$ cat config.mk
export PLATFORM = sky130hd
export DESIGN_NAME = operand_fetch
export DESIGN_NICKNAME = d
export VERILOG_FILES = /design/src/rtl/cpu_pkg.sv /design/src/rtl/forward_mux.sv /design/src/rtl/operand_fetch.sv
export SDC_FILE = /design/constraint.sdc
export NUM_CORES = 1
export LEC_CHECK = 0
export CAP_MARGIN = 25
export CORE_MARGIN = 5
export CORE_UTILIZATION = 40
export CTS_CLUSTER_SIZE = 30
export DETAILED_ROUTE_END_ITERATION = 8
export PLACE_DENSITY = 0.76
export SLEW_MARGIN = 20
export SYNTH_ARGS = -nofsm -noshare
export SYNTH_HDL_FRONTEND = slang
export SYNTH_HIERARCHICAL = 1
export SYNTH_SLANG_ARGS = --single-unit
$ cat constraint.sdc
create_clock -name i_clk -period 2.1 [get_ports i_clk]
set_input_delay 0.42 -clock i_clk [delete_from_list [all_inputs] [get_ports i_clk]]
set_output_delay 0.42 -clock i_clk [all_outputs]
set_load 0.01 [all_outputs]
$ cat src/rtl/cpu_pkg.sv
// Shared CPU definitions: instruction field layout and default datapath sizes.
// Every pipeline stage decodes instructions through these constants.
package cpu_pkg;

  localparam int INSTR_W        = 32;
  localparam int OPCODE_W       = 4;
  localparam int IMM_W          = 16;
  localparam int CPU_DATA_WIDTH = 32;
  localparam int CPU_REG_AW     = 4;

  // Low bit of each field inside the instruction word.
  localparam int OPCODE_LSB = 28;
  localparam int RD_LSB     = 24;
  localparam int RS1_LSB    = 20;
  localparam int RS2_LSB    = 16;
  localparam int IMM_LSB    = 0;

  function automatic logic [OPCODE_W-1:0] get_opcode(input logic [INSTR_W-1:0] instr);
    return instr[OPCODE_LSB +: OPCODE_W];
  endfunction

  function automatic logic [IMM_W-1:0] get_imm(input logic [INSTR_W-1:0] instr);
    return instr[IMM_LSB +: IMM_W];
  endfunction

endpackage

$ cat src/rtl/forward_mux.sv
// Per-source operand selector: EX bypass, then WB bypass, then register file.
// A load still in EX has no data yet, so it never forwards from this stage.
module forward_mux
  import cpu_pkg::*;
#(
  parameter int DATA_WIDTH = CPU_DATA_WIDTH,
  parameter int REG_AW     = CPU_REG_AW
) (
  input  logic [REG_AW-1:0]     rs,
  input  logic [DATA_WIDTH-1:0] rf_data,
  input  logic                  ex_we,
  input  logic [REG_AW-1:0]     ex_ws,
  input  logic [DATA_WIDTH-1:0] ex_wd,
  input  logic                  ex_is_load,
  input  logic                  wb_we,
  input  logic [REG_AW-1:0]     wb_ws,
  input  logic [DATA_WIDTH-1:0] wb_wd,
  output logic [DATA_WIDTH-1:0] operand
);

  logic ex_hit;
  logic wb_hit;

  assign ex_hit = ex_we && (ex_ws == rs) && !ex_is_load;
  assign wb_hit = wb_we && (wb_ws == rs);

  always_comb begin
    operand = rf_data;
    if (ex_hit) begin
      operand = ex_wd;
    end else if (wb_hit) begin
      operand = wb_wd;
    end
  end

endmodule

$ cat src/rtl/operand_fetch.sv
// Operand fetch stage: reads register sources, applies bypassing, detects
// load-use hazards and registers the decoded instruction behind a valid/ready skid.
module operand_fetch
  import cpu_pkg::*;
#(
  parameter int DATA_WIDTH = CPU_DATA_WIDTH,
  parameter int REG_AW     = CPU_REG_AW
) (
  input  logic                  i_clk,
  input  logic                  i_reset,
  input  logic                  i_valid,
  input  logic [INSTR_W-1:0]    i_instr,
  output logic                  o_ready,
  output logic [REG_AW-1:0]     o_rs1,
  output logic [REG_AW-1:0]     o_rs2,
  input  logic [DATA_WIDTH-1:0] i_rd1,
  input  logic [DATA_WIDTH-1:0] i_rd2,
  input  logic                  i_ex_we,
  input  logic [REG_AW-1:0]     i_ex_ws,
  input  logic [DATA_WIDTH-1:0] i_ex_wd,
  input  logic                  i_ex_is_load,
  input  logic                  i_wb_we,
  input  logic [REG_AW-1:0]     i_wb_ws,
  input  logic [DATA_WIDTH-1:0] i_wb_wd,
  output logic                  o_valid,
  input  logic                  i_ready,
  output logic [OPCODE_W-1:0]   o_opcode,
  output logic [REG_AW-1:0]     o_rd,
  output logic [DATA_WIDTH-1:0] o_op1,
  output logic [DATA_WIDTH-1:0] o_op2,
  output logic [DATA_WIDTH-1:0] o_imm,
  output logic [15:0]           o_stall_cycles
);

  logic [DATA_WIDTH-1:0] op1_sel;
  logic [DATA_WIDTH-1:0] op2_sel;
  logic [DATA_WIDTH-1:0] imm_ext;
  logic [IMM_W-1:0]      imm_raw;
  logic [REG_AW-1:0]     rd_dec;
  logic                  hazard;
  logic                  capture;

  assign o_rs1   = i_instr[RS1_LSB +: REG_AW];
  assign o_rs2   = i_instr[RS2_LSB +: REG_AW];
  assign rd_dec  = i_instr[RD_LSB +: REG_AW];
  assign imm_raw = get_imm(i_instr);
  assign imm_ext = {{(DATA_WIDTH-IMM_W){imm_raw[IMM_W-1]}}, imm_raw};

  forward_mux #(.DATA_WIDTH(DATA_WIDTH), .REG_AW(REG_AW)) u_fwd_rs1 (
    .rs         (o_rs1),
    .rf_data    (i_rd1),
    .ex_we      (i_ex_we),
    .ex_ws      (i_ex_ws),
    .ex_wd      (i_ex_wd),
    .ex_is_load (i_ex_is_load),
    .wb_we      (i_wb_we),
    .wb_ws      (i_wb_ws),
    .wb_wd      (i_wb_wd),
    .operand    (op1_sel)
  );

  forward_mux #(.DATA_WIDTH(DATA_WIDTH), .REG_AW(REG_AW)) u_fwd_rs2 (
    .rs         (o_rs2),
    .rf_data    (i_rd2),
    .ex_we      (i_ex_we),
    .ex_ws      (i_ex_ws),
    .ex_wd      (i_ex_wd),
    .ex_is_load (i_ex_is_load),
    .wb_we      (i_wb_we),
    .wb_ws      (i_wb_ws),
    .wb_wd      (i_wb_wd),
    .operand    (op2_sel)
  );

  // A load in EX cannot be forwarded; hold the consumer until it reaches WB.
  assign hazard  = i_valid && i_ex_we && i_ex_is_load &&
                   ((i_ex_ws == o_rs1) || (i_ex_ws == o_rs2));
  assign o_ready = (!o_valid || i_ready) && !hazard;
  assign capture = i_valid && o_ready;

  always_ff @(posedge i_clk) begin
    if (i_reset) begin
      o_valid  <= 1'b0;
      o_opcode <= '0;
      o_rd     <= '0;
      o_op1    <= '0;
      o_op2    <= '0;
      o_imm    <= '0;
    end else if (capture) begin
      o_valid  <= 1'b1;
      o_opcode <= get_opcode(i_instr);
      o_rd     <= rd_dec;
      o_op1    <= op1_sel;
      o_op2    <= op2_sel;
      o_imm    <= imm_ext;
    end else if (o_valid && i_ready) begin
      o_valid  <= 1'b0;
    end
  end

  always_ff @(posedge i_clk) begin
    if (i_reset) begin
      o_stall_cycles <= '0;
    end else if (hazard && (o_stall_cycles != 16'hFFFF)) begin
      o_stall_cycles <= o_stall_cycles + 16'd1;
    end
  end

endmodule

Word level (Yosys, flattened, before mapping):

Index checks and enable logic that the tools add are counted.

* flip-flop bits (word level): 105
* logic and storage cells: 38
* output and inout bits: 130

* reduce and logical (&&, ||, !) cells: 19
* multiplexer cells: 6
* add/subtract/negate cells: 1
* equal/unequal tests: 5

Operators with widths (count)
* two-way mux 32 bit: 4
* adder 16 x 1 -> 16 bit, second input constant: 1
* equality test 4 bit: 4
* != test 16 bit, second input constant: 1
* logical AND 1 bit: 13
* zero test 1 bit: 3
* logical OR 1 bit: 2
* two-way mux 1 bit: 2
* nonzero test 2 bit: 1

Longest topological paths before layout:

* depth after elaboration: 7
* gate-level depth with buffers: 8

Hierarchy:

Netlist, hierarchy kept.

Modules (own cells, without submodules)
* operand_fetch: cells an instance 535, sequential area each 2102.0 um2, area an instance 5133.7 um2, times used 1
* forward_mux: cells an instance 175, sequential area each 0.0 um2, area an instance 1013.5 um2, times used 2

Least setup slack after synthesis:

OpenSTA, ideal clock, no wires.

* path type: input to output
* start point: input i_instr[21]
* end point: output o_ready
* cell stages on the path: 6
* arrival: 1566 ps
* setup slack: 114 ps
* cells stage by stage: xor2_1 nor4_1 o211ai_2 buf_2 buf_2 o21a_1

* longest elaborated chain between the ends: 5

Ends and longest elaborated chain
* from (decl): line operand_fetch.sv:12 `input logic [INSTR_W-1:0] i_instr,`
* equality test 4 bit: line operand_fetch.sv:77 `((i_ex_ws == o_rs1) || (i_ex_ws == o_rs2));`
* logical OR 1 bit: line operand_fetch.sv:77
* logical AND 1 bit: line operand_fetch.sv:76 `assign hazard = i_valid && i_ex_we && i_ex_is_load &&`
* zero test 1 bit: line operand_fetch.sv:78 `assign o_ready = (!o_valid || i_ready) && !hazard;`
* logical AND 1 bit: line operand_fetch.sv:78
* to (decl): line operand_fetch.sv:13 `output logic o_ready,`

No other way between the ends.

Worst setup path in the final report:

Same ends and word-level chain as after synthesis.

==> impl_summary.txt <==
----------------------------------------------------
[Global routing]
  Global-route usage over all layers ... between 20 and 30%
  Initial antenna violation count ... 2
  Global-route wire length before repair ... approximately 42000 µm
  Remaining Overflow, GRT ... 0
  Number of global-route vias before repair ... 7590
  Largest net degree at the start of global routing ... ~100

[Placed design]
  Placement-stage worst setup slack ... -711.7 ps
  Final HPWL from detailed placement ... around 20000 µm
  Final estimated routing congestion in global placement ... a little over 0.9
  Standard cell area after detailed placement ... between 10000 and 15000 µm²
  Number of placed instances with taps included ... approximately 1400
  Number of I/O port buffers ... 304

[Cells and area]
  Final #Nets ... between 1000 and 1500
  Final non-filler cell area ... 11050 µm²
  Fraction of final layout cells sized beyond drive strength 1 ... 10.48%
  Synth-to-Final Area Change ... 54.32%
  Filler-free cell count of the finished design ... approximately 1400

[Synthesis]
  Number of nets in the synthesized netlist ... 1061
  Mean instance size in the synthesized netlist ... 8.091 µm²
  Most common cell in the netlist ... sky130_fd_sc_hd__nand2b_1
  Seq cells post-synth ... approximately 110
  Proportion of synthesized flip-flops having asynchronous set or reset ... 0%
  Number of distinct library cell variants in the gate-level netlist after synthesis ... 38
  Yosys warning count ... 6
  Sequential share of the synthesized area ... between 20% and 30%
  Cell count after synthesis ... approximately 890
  Netlist Area Pre-Place ... 7161 µm²
  Leading post-synthesis cells by cell area ... sky130_fd_sc_hd__dfxtp_1 29%, sky130_fd_sc_hd__nand2b_1 16%, sky130_fd_sc_hd__mux2i_1 12%, sky130_fd_sc_hd__nor4_1 6.2%, sky130_fd_sc_hd__nand4_1 6.0%
  Count of flip-flops with a built-in enable after synthesis ... 0
  Most frequently used flop master after synthesis ... sky130_fd_sc_hd__dfxtp_1
  Largest area contributor in the netlist ... sky130_fd_sc_hd__dfxtp_1
  Top-area cell type share of the netlist area ... between 20 and 30%
  Top cells by count, synth ... 183 x sky130_fd_sc_hd__nand2b_1, 105 x sky130_fd_sc_hd__dfxtp_1, 89 x sky130_fd_sc_hd__mux2i_1

[Floorplan]
  Number of ports placed on the die boundary ... ~310
  Chip Height ... 143.8 µm
  Cell row count ... 49
  Effective utilization at floorplan ... between 40% and 50%
  Die width ... ~140 µm
  Die footprint ... just over 20000 µm²
  Core Footprint ... around 18000 µm²

[Worst setup path]
  Reg-to-reg startpoint ... o_stall_cycles[2]$_SDFFE_PP0P_
  End of the worst register-to-register path ... o_stall_cycles[13]$_SDFFE_PP0P_
  Setup CP Type ... in -> out
  Type of element capturing the critical path ... primary output
  Highest fanout seen on the critical path ... 3
  Reg2reg path depth ... 5
  Crit path DAT ... about 1600 ps
  Type of element launching the critical path ... input pin
  Worst setup slack for register-to-register paths ... 260 ps
  Data required time at the worst endpoint ... ~1700 ps

[Routing]
  Total via count in the routed design ... 7965
  Drc violations ... 0
  Number of nets with antenna violations after detailed routing ... 0
  Drt initial violations ... ~650
  Pre-Repair DR Iteration Count ... 7
  Wire length per cell after detailed routing ... 20.02 µm
  DR vias/cell ... 5.751
  Wire length after detailed routing ... between 20000 and 30000 µm

[Worst hold path]
  Min-delay src ... o_imm[6]$_SDFFE_PP0P_
  Hold Path Stages ... 2
  Class of the tightest hold or removal check ... reg -> reg
  Hold Path Sink ... o_imm[6]$_SDFFE_PP0P_

[STA]
  Number of slew-limit violations in the final report ... 0
  Share of the clock period used by the worst path after layout ... just under 100%
  RSZ-0062 raised after global routing ... true
  Highest achievable clock rate ... slightly below 500 MHz
  Final setup TNS ... 0 ps
  Final critical path time including I/O delays and setup ... between 2000 and 2500 ps
  Final count of negative-setup-slack endpoints ... 0
  Transition time of the tightest slew-check pin ... roughly 440 ps
  Min setup slack post-route ... 35.53 ps
  Worst clock skew ... between 8 and 9 ps
  Max-Slew Margin vs Limit ... 70.63%
  Fin. Hold Viols ... 0
  Final-layout worst hold slack ... 472.5 ps

[Clock tree]
  Maximum buffer depth of the clock tree ... 2
  Post-cts hold buffer count ... 0
  Clock Tree Root ... sky130_fd_sc_hd__clkbuf_16
  Max H-tree Level ... 3
  Clock latency on the worst-skew pair ... about 350 ps
  CTS tree ... built
  Number of clock sinks seen by CTS ... 105
  Number of buffers created by CTS ... 9
  Register clock-pin slew on the reported worst setup and hold paths ... approximately 70 ps

[Pwr]
  Peak ir drop on the vdd network ... 0.3781 mV
  Power Dens Cells ... approximately 540 nW/µm²
  Leak Pwr ... 3.953 nW

[Run]
  Reported max-cap violation count ... 0

[Run status]
  Result of the run ... finished, final reports clean

----------------------------------------------------
metrics by stage:
step,utilization (%),power [mW]
CTS,62.13,5.982
global placement,59.34,4.022
finish,62.15,5.969
floorplan,-,3.055
detailed placement,59.34,4.043
global route,62.15,6.215
placed cells by master (no fill, tap or decap), types with 3 or more instances in the layout:
| master | netlist | layout |
|---|---|---|
| sky130_fd_sc_hd__clkdlybuf4s50_1 | 0 | 288 |
| sky130_fd_sc_hd__nand2b_1 | 183 | 183 |
| sky130_fd_sc_hd__dfxtp_1 | 105 | 105 |
| sky130_fd_sc_hd__mux2i_1 | 89 | 89 |
| sky130_fd_sc_hd__nor4_1 | 71 | 70 |
| sky130_fd_sc_hd__nand4_1 | 69 | 69 |
| sky130_fd_sc_hd__o21ai_0 | 65 | 65 |
| sky130_fd_sc_hd__a31oi_1 | 64 | 61 |
| sky130_fd_sc_hd__buf_4 | 24 | 53 |
| sky130_fd_sc_hd__nand2_1 | 12 | 12 |
| sky130_fd_sc_hd__buf_12 | 0 | 12 |
| sky130_fd_sc_hd__nor2b_1 | 13 | 11 |
| sky130_fd_sc_hd__nor2_1 | 9 | 9 |
| sky130_fd_sc_hd__clkbuf_16 | 0 | 9 |
| sky130_fd_sc_hd__nand3_1 | 8 | 8 |
| sky130_fd_sc_hd__mux2_2 | 8 | 8 |
| sky130_fd_sc_hd__a21oi_1 | 8 | 8 |
| sky130_fd_sc_hd__xor2_1 | 10 | 7 |
| sky130_fd_sc_hd__inv_1 | 6 | 6 |
| sky130_fd_sc_hd__o31ai_1 | 6 | 6 |
| sky130_fd_sc_hd__clkbuf_2 | 0 | 6 |
| sky130_fd_sc_hd__xnor2_1 | 8 | 6 |
| sky130_fd_sc_hd__or4_1 | 5 | 5 |
| sky130_fd_sc_hd__and3_1 | 5 | 4 |
| sky130_fd_sc_hd__and4_1 | 3 | 3 |
| sky130_fd_sc_hd__bufbuf_16 | 0 | 3 |
| sky130_fd_sc_hd__buf_2 | 12 | 3 |
| sky130_fd_sc_hd__clkdlybuf4s15_1 | 0 | 3 |
| sky130_fd_sc_hd__buf_6 | 9 | 3 |
| sky130_fd_sc_hd__a31oi_2 | 0 | 3 |
cell type report:
class | instances | area, µm²
Sequential cell | 105 | 2102
Inverter | 6 | 22.52
Multi-Input combinational cell | 654 | 4553
Timing Repair Buffer | 374 | 3764
Fill cell | 1557 | 6729
Clock inverter | 4 | 73.82
Clock buffer | 12 | 246.5
Tap cell | 229 | 286.5
Antenna cell | 1 | 2.502
per-layer routing:
metal	routed length, µm	global-route usage (%)	up-vias
met4	833	10.21	2
met2	12680	41.20	470
met3	2919	6.290	66
met1	11290	32.93	3687
li1	-	-	3740
met5	13	0	-
cells by family (layout without fill, tap and decap cells):
logic type,after synthesis,count (layout),synth area share [%]
flip-flops,105,105,29.36
XOR/XNOR,18,18,2.202
AND/OR/NAND/NOR,388,388,33.32
AO/OA/AOI/OAI,150,150,12.23
multiplexers,97,97,13.70
adder cells (fa/ha/maj),1,1,0.1747
buffers and inverters,126,396,9.016
other,0,1,0
state kept, by name, summed over array words and instances (netlist names):
signal          count
o_opcode            4
o_op2              32
o_rd                4
o_imm              16
o_op1              32
o_stall_cycles     16
o_valid             1
worst max-delay path by stage:
stage                           start                     to  cells past startpoint
after CTS                 i_instr[18]                o_ready                      7
final                     i_instr[21]                o_ready                      7
after global routing          i_ex_we  o_op2[1]$_SDFFE_PP0P_                      8
after global placement     i_ex_ws[0]                o_ready                      6
after detailed placement   i_ex_ws[0]  o_op1[9]$_SDFFE_PP0P_                      8
after floorplan           i_instr[21]                o_ready                      6
power breakdown:
group | switching [mW] | total, mW | internal, mW | leakage [nW]
logic | 0.877 | 1.87 | 0.995 | 2.93
registers | 0.0768 | 2.20 | 2.12 | 0.862
clock network | 0.812 | 1.90 | 1.08 | 0.157
worst max-delay path, stage by stage:
cell and delay (ps):
sky130_fd_sc_hd__clkdlybuf4s15_1 200, sky130_fd_sc_hd__xor2_1 160, sky130_fd_sc_hd__nor4_2 280, sky130_fd_sc_hd__o211ai_2 120, sky130_fd_sc_hd__buf_6 150, sky130_fd_sc_hd__o21a_1 170, sky130_fd_sc_hd__buf_2 140
what timing repair did:
action,in CTS,in global routing
setup buffers,4,0
gates cloned,3,0
resized for setup,32,24
hold endpoints to repair,0,0
pin swaps,6,6
setup endpoints to repair,104,52
Note: power is estimated with default switching activity, not from simulation.
